## src/rtl/alu_pkg.sv

```systemverilog
// ALU encodings shared by the issue stage, the control decoder and the EX-stage ALU.
// Pure constants and types; no logic, no latency, no backpressure.
package alu_pkg;

  localparam logic [3:0] ALU_AND = 4'b0000;
  localparam logic [3:0] ALU_OR  = 4'b0001;
  localparam logic [3:0] ALU_ADD = 4'b0010;
  localparam logic [3:0] ALU_SUB = 4'b0110;
  localparam logic [3:0] ALU_SLT = 4'b0111;
  localparam logic [3:0] ALU_NOR = 4'b1100;

  typedef enum logic [1:0] {
    ALUOP_ADD   = 2'b00,
    ALUOP_SUB   = 2'b01,
    ALUOP_RTYPE = 2'b10,
    ALUOP_ORI   = 2'b11
  } aluop_e;

  localparam logic [5:0] FUNCT_ADD = 6'b100000;
  localparam logic [5:0] FUNCT_SUB = 6'b100010;
  localparam logic [5:0] FUNCT_AND = 6'b100100;
  localparam logic [5:0] FUNCT_OR  = 6'b100101;
  localparam logic [5:0] FUNCT_NOR = 6'b100111;
  localparam logic [5:0] FUNCT_SLT = 6'b101010;

  typedef struct packed {
    logic [3:0] alu_control;
    logic       illegal;
  } ctrl_t;

endpackage

```

## src/rtl/alu_ctrl_decode.sv

```systemverilog
// Combinational ALUOp/funct -> 4-bit ALU control decoder with illegal-funct flag.
// Zero latency; no handshake, so no backpressure of its own.
module alu_ctrl_decode
  import alu_pkg::*;
(
  input  logic [1:0] i_alu_op,
  input  logic [5:0] i_funct,
  output ctrl_t      o_ctrl
);

  always_comb begin
    o_ctrl.alu_control = ALU_AND;
    o_ctrl.illegal     = 1'b0;
    case (aluop_e'(i_alu_op))
      ALUOP_ADD: o_ctrl.alu_control = ALU_ADD;
      ALUOP_SUB: o_ctrl.alu_control = ALU_SUB;
      ALUOP_ORI: o_ctrl.alu_control = ALU_OR;
      ALUOP_RTYPE: begin
        case (i_funct)
          FUNCT_ADD: o_ctrl.alu_control = ALU_ADD;
          FUNCT_SUB: o_ctrl.alu_control = ALU_SUB;
          FUNCT_AND: o_ctrl.alu_control = ALU_AND;
          FUNCT_OR:  o_ctrl.alu_control = ALU_OR;
          FUNCT_NOR: o_ctrl.alu_control = ALU_NOR;
          FUNCT_SLT: o_ctrl.alu_control = ALU_SLT;
          default:   o_ctrl.illegal     = 1'b1;
        endcase
      end
      default: o_ctrl.alu_control = ALU_AND;
    endcase
  end

endmodule

```

## src/rtl/alu_issue_stage.sv

```systemverilog
// Decodes ID ops into ALU control + operands and queues them (2 entries) toward EX; push->out_valid 1 cycle.
// in_ready depends only on registered occupancy, so EX stalls back-pressure ID with no comb path from out_ready.
module alu_issue_stage
  import alu_pkg::*;
#(
  parameter int DATA_W = 32,
  parameter int CNT_W  = 8
) (
  input  logic              clk,
  input  logic              rst_n,
  input  logic              flush,
  input  logic              in_valid,
  output logic              in_ready,
  input  logic [1:0]        in_alu_op,
  input  logic [5:0]        in_funct,
  input  logic              in_alu_src,
  input  logic [DATA_W-1:0] in_rs_data,
  input  logic [DATA_W-1:0] in_rt_data,
  input  logic [15:0]       in_imm,
  output logic              out_valid,
  input  logic              out_ready,
  output logic [3:0]        out_alu_control,
  output logic [DATA_W-1:0] out_data1,
  output logic [DATA_W-1:0] out_data2,
  output logic              out_illegal,
  output logic [CNT_W-1:0]  illegal_count
);

  typedef struct packed {
    logic [3:0]        alu_control;
    logic              illegal;
    logic [DATA_W-1:0] data1;
    logic [DATA_W-1:0] data2;
  } entry_t;

  entry_t            r_mem [2];
  logic              r_head;
  logic              r_tail;
  logic [1:0]        r_count;
  logic [CNT_W-1:0]  r_illegal_count;

  ctrl_t             w_ctrl;
  logic [DATA_W-1:0] w_data2;
  entry_t            w_entry;
  entry_t            w_head;
  logic              w_push;
  logic              w_pop;

  alu_ctrl_decode u_decode (
    .i_alu_op (in_alu_op),
    .i_funct  (in_funct),
    .o_ctrl   (w_ctrl)
  );

  // ori takes a zero-extended immediate; every other immediate form is sign-extended
  always_comb begin
    w_data2 = in_rt_data;
    if (in_alu_src) begin
      if (aluop_e'(in_alu_op) == ALUOP_ORI)
        w_data2 = {{(DATA_W-16){1'b0}}, in_imm};
      else
        w_data2 = {{(DATA_W-16){in_imm[15]}}, in_imm};
    end
  end

  assign w_entry.alu_control = w_ctrl.alu_control;
  assign w_entry.illegal     = w_ctrl.illegal;
  assign w_entry.data1       = in_rs_data;
  assign w_entry.data2       = w_data2;

  assign in_ready  = (r_count != 2'd2);
  assign out_valid = (r_count != 2'd0);
  assign w_push    = in_valid & in_ready;
  assign w_pop     = out_valid & out_ready;

  always_ff @(posedge clk or negedge rst_n) begin
    if (!rst_n) begin
      r_head  <= 1'b0;
      r_tail  <= 1'b0;
      r_count <= 2'd0;
      for (int i = 0; i < 2; i++) r_mem[i] <= '0;
    end else if (flush) begin
      r_head  <= 1'b0;
      r_tail  <= 1'b0;
      r_count <= 2'd0;
    end else begin
      if (w_push) begin
        r_mem[r_tail] <= w_entry;
        r_tail        <= ~r_tail;
      end
      if (w_pop) r_head <= ~r_head;
      r_count <= r_count + {1'b0, w_push} - {1'b0, w_pop};
    end
  end

  // Counts accepted illegal ops even in a flush cycle, since ID did hand them over
  always_ff @(posedge clk or negedge rst_n) begin
    if (!rst_n)
      r_illegal_count <= '0;
    else if (w_push && w_ctrl.illegal && (r_illegal_count != '1))
      r_illegal_count <= r_illegal_count + CNT_W'(1);
  end

  assign w_head          = r_mem[r_head];
  assign out_alu_control = w_head.alu_control;
  assign out_data1       = w_head.data1;
  assign out_data2       = w_head.data2;
  assign out_illegal     = w_head.illegal;
  assign illegal_count   = r_illegal_count;

endmodule
```

## config.mk

```make
export PLATFORM = sky130hd
export DESIGN_NAME = alu_issue_stage
export DESIGN_NICKNAME = d
export VERILOG_FILES = /design/src/rtl/alu_pkg.sv /design/src/rtl/alu_ctrl_decode.sv /design/src/rtl/alu_issue_stage.sv
export SDC_FILE = /design/constraint.sdc
export NUM_CORES = 1
export LEC_CHECK = 0
export BUFFER_PORTS_ARGS = -buffer_cell sky130_fd_sc_hd__buf_4
export CORE_UTILIZATION = 43
export CTS_BUF_LIST = sky130_fd_sc_hd__clkbuf_16
export DETAILED_ROUTE_END_ITERATION = 16
export HOLD_SLACK_MARGIN = 0.03
export PLACE_DENSITY = 0.79
export RECOVER_POWER = 25
export SYNTH_ARGS = -nofsm -noshare
export SYNTH_HDL_FRONTEND = slang
export SYNTH_SLANG_ARGS = --single-unit
```

## constraint.sdc

```tcl
create_clock -name clk -period 1.9 [get_ports clk]
set_input_delay 0.095 -clock clk [delete_from_list [all_inputs] [get_ports clk]]
set_output_delay 0.095 -clock clk [all_outputs]
set_load 0.02 [all_outputs]
```

Word-level counts from Yosys, hierarchy flattened --
Index checks and enable logic that the tools add are counted. Widths: inputs -> output; s select.
Word-level totals: register bits after elaboration 150, input port bits 94, output and inout port bits 79
Cells by class: add/sub/neg operators 3, $lt $le $gt $ge 3, equal/unequal tests 11, mux-type cells 17, bitwise operators 7, reduce and logical (&&, ||, !) cells 9
Operators with widths (number):
- $mux 69 | 4
- $bwmux 138 | 1
- $demux 69 s1 | 1
- $mux 32 | 2
- $eq 6x6->1 const B | 6
- $pmux 4 s5 | 1
- $pmux 4 s4 | 1
- $add 8x1->8 const B | 1
- $ne 8x8->1 const B | 1
- $mux 1 | 6
- $reduce_bool 2->1 | 3
- $reduce_or 6->1 | 1
- $eq 2x2->1 const B | 2
- $ge 2x2->1 const B | 2
- $not 1->2 | 2
- $logic_and 1x1->1 | 3
- $not 1->1 | 3
- $add 2x1->2 | 1
- $and 1x1->1 | 2
- $eq 2x1->1 const B | 1
- $logic_not 2->1 | 1
- $lt 2x1->1 const B | 1
- $mux 2 | 1
- $ne 2x2->1 const B | 1
- 2 further kinds | 2

Depth between registers and ports, before layout --
depth in word-level cells 6, mapped depth 8, mapped depth without buffers 8

Modules after synthesis --
A second synthesis with hierarchy kept.
Second synthesis, totals: cell total of the unflattened synthesis 558, area total of the unflattened synthesis 7098.1 um2
By module, submodules not included:
- alu_issue_stage | instances 1, cells an instance 539, area an instance 6975.4 um2, seq. area each 3753.6 um2
- alu_ctrl_decode | instances 1, cells an instance 19, area an instance 122.6 um2, seq. area each 0.0 um2

Worst setup path before layout --
OpenSTA, ideal clock, no wires.
kind reg2reg, from register r_count[1], to register r_count[1], data arrival time 1.760 ns, slack 0.022 ns, stages on the path, launching flop included 9, path buffers 0, clock period less this slack 1.878 ns, cells stage by stage dfrtp_1 > or2_2 > and2_1 > ha_1 > inv_1 > ha_1 > xor2_1 > xnor2_1 > nor2_1
RTL lines:
- start, declared | RTL line alu_issue_stage.sv:39 | logic [1:0] r_count;
- start signal, assigned | RTL line alu_issue_stage.sv:92 | r_count <= r_count + {1'b0, w_push} - {1'b0, w_pop};
- $reduce_bool 2->1 | RTL line alu_issue_stage.sv:72 | assign out_valid = (r_count != 2'd0);
- net out_valid | RTL line alu_issue_stage.sv:20 | output logic out_valid,
- $and 1x1->1 | RTL line alu_issue_stage.sv:74 | assign w_pop = out_valid & out_ready;
- $sub 2x1->2 | RTL line alu_issue_stage.sv:92
- $mux 2 | RTL line alu_issue_stage.sv:82 | end else if (flush) begin
The timed path passes the listed nets, and every way through them passes these cells. A chain may end at the register's enable or synchronous reset.

Worst setup path after layout --
from register r_head, to output out_data1[15]
Between the ends: cells in the longest elaborated chain, start to end 4
Ends and longest elaborated chain:
- start, declared | RTL line alu_issue_stage.sv:37 | logic r_head;
- start signal, assigned | RTL line alu_issue_stage.sv:91 | if (w_pop) r_head <= ~r_head;
- $not 1->2 (implied by the code) | RTL line alu_issue_stage.sv:104 | assign w_head = r_mem[r_head];
- $mux 69 (implied by the code) (3 in series) | RTL line alu_issue_stage.sv:104
- end, declared | RTL line alu_issue_stage.sv:23 | output logic [DATA_W-1:0] out_data1,
Every way passes these cells. The select of a mux whose other input is x is not followed.

==> flow_summary.yaml <==
synthesis:
  synth-edff-count: 0
  synth_cells: 629
  ys_seq_area_share_pct: 54.9
  synth_warnings: 0
  synth.net_count: 726
  synth_ff_type: "dfrtp_1"
  syn_area_um2: 6830
  async_flop_share_pct: 100
  synth.distinct_cells: 43
  ys_seq_elements: 150
  avgSynthCellArea_um2: 10.9
global_routing:
  grt_pass1_vias: 5983
  track_usage_pct: 22.8
  grt_overflow_total: 0
  antenna_found_initial: 0
  grt_max_degree: 105
  grt_pass1_wl_um: 29100
timing:
  setup_viol: 0
  fin_crit_ns: 1.82
  fmax_mhz: 550
  setup_tns_ns: 0
  period_share_pct: 95.7
  drv_slew: 0
  whs_ns: 0.0508
  fin_skew_ns: 0.00823
  tightest_slew_ns: 1.29
  rsz0062_at_grt: "no"
  relSlewSlack_pct: 14.3
  finalHoldViolCount: 0
status:
  status: "completed"
power_and_ir_drop:
  ir_drop_mv: 0.717
  cellLeakagePower_nw: 4.84
  power_density_nw_per_um2: 1540
route:
  first_pass_iters: 4
  wirelength_um: 17500
  dr_total_vias: 5578
  avgRoutedWirePerCell_um: 15.8
  wl_met1_um: 7260
  drc: 0
  topRoutingLayerUsed: "met4"
  drt_iter0_drc: 262
  vias_per_cell: 5.02
  ant_nets: 0
  wl_met2_um: 8890
  routed-wl-met3_um: 877
critical_path:
  crit_path_max_incr_delay_ns: 0.55
  cp-end-kind: "output port"
  critPathSlowestCell: "dfrtp_4"
  arrival_ns: 1.72
  criticalPathCategory: "reg2out"
  worstPathCellList: "buf_12, mux2_2, buf_4"
  cp_max_fo: 22
  start_kind: "flip-flop"
  cp.required_ns: 1.80
finish:
  synthToLayoutAreaGrowth_pct: 44.4
  nNetsFinal: 985
  layout_common_cells: "buf_4, nand2_1, dfrtp_1, mux2_2, dlygate4sd3_1"
  diodes: 0
  layout-drive-gt1-share_pct: 37.3
  final_common_cell: "buf_4"
  postLayoutCellArea_um2: 9870
  layout.cells.non_filler: 1112
placed_design:
  place.gp.congestion: 0.804
  placed_cells: 992
  hpwl_um: 10500
  port_buffers: 172
  place_area_um2: 8430
clocking:
  cts_made_buffers: 17
  cts.sinks: 150
  clk_pin_slew_ns: 0.06
  h-tree-depth: 4
  clk_latency_ns: 0.41
  clockBufferDepth: 2
  clock-root-buffer: "clkbuf_16"
  cts_tree: "built"
die:
  fp.dieW_um: 128
  rows: 45
  dieArea_um2: 16400
  io_pins: 173
  die_h_um: 128
  initial_core_util_pct: 44.5
  core-area_um2: 15400
job:
  drv_cap: 0
worst_hold_path:
  hold_path_class: "in2reg"
-- what timing repair did --
item,CTS,global route
setup buffers,1,4
hold buffers,83,0
resized for setup,0,2
pin swaps,0,2
endpoints found under the hold margin,238,0
endpoints found under the setup margin,50,4
-- synthesized netlist by cell type (2+ instances only) --
cell type / n / area (um2)
nand2_1: 177 / 664
dfrtp_1: 150 / 3750
mux2_2: 103 / 1160
o21ai_0: 45 / 225
o21ai_1: 26 / 130
clkbuf_1: 19 / 71.3
a21oi_1: 17 / 85.1
mux2i_1: 15 / 150
buf_2: 11 / 55.1
xor2_1: 9 / 78.8
buf_6: 7 / 78.8
inv_1: 4 / 15.0
nand3_1: 4 / 20.0
nor2_1: 4 / 15.0
ha_1: 3 / 37.5
nor3_1: 3 / 15.0
nor4_1: 3 / 18.8
nand4_1: 2 / 12.5
nor2b_1: 2 / 12.5
xnor2_1: 2 / 17.5
-- power by group --
group	switching, mW	internal [mW]
sequential	0.813	4.63
combinational	3.27	3.20
clock	1.27	2.02
-- critical path, delay by kind of cell, from the launching register on --
family / cells / cell delay (ns)
flops: 1 / 0.55
buf+inv: 2 / 0.38
mux: 1 / 0.36
-- routing by layer --
metal	vias to the layer above	global-route usage, %
li1	2651	-
met1	2721	27.3
met2	166	39.0
met3	40	6.18
met4	0	9.00
met5	-	0
-- area by class of cell --
cell class | instances | area (um2)
clock inverter | 15 | 148
multi-input combinational | 436 | 2860
clock buffer | 17 | 425
sequential | 150 | 3760
tap | 211 | 264
fill | 1174 | 5500
inverter | 5 | 18.8
timing repair buffer | 278 | 2390
-- sequential cells by signal, indices dropped and copies added (netlist names) --
register,flops
r_mem,138
illegal_count,8
r_count,2
r_head,1
r_tail,1
-- per-stage QoR --
| stage | power (mW) | util (%) | worst slack, ns |
|---|---|---|---|
| floorplan | 9.17 | - | 0.0215 |
| global placement | 11.4 | 54.8 | 0.125 |
| detailed placement | 11.6 | 54.8 | 0.0933 |
| CTS | 15.1 | 64.0 | 0.0157 |
| global route | 16.1 | 64.2 | 0.00892 |
| finish | 15.2 | 64.2 | 0.0820 |
-- worst paths after layout --
check / startpoint / to / slack, ns / depth (start not counted)
max reg2reg: r_count[1] / r_mem[133] / 0.09 / 7
max in group asynchronous: rst_n / r_mem[106] / 0.42 / 3
min reg2reg: r_mem[110] / r_mem[110] / 0.47 / 2
min: in_imm[6] / r_mem[6] / 0.05 / 3
max: r_head / out_data1[15] / 0.08 / 3
min in group asynchronous: rst_n / r_mem[76] / 0.51 / 2
-- logic make-up after synthesis --
group	after synthesis	share of synthesized area, %
compound gates	97	7.82
xor+xnor	11	1.41
fa+ha+maj	3	0.549
buf+inv	43	3.39
flops	150	54.9
mux	119	19.4
simple gates	206	12.5
(Power assumes the default switching activity.)
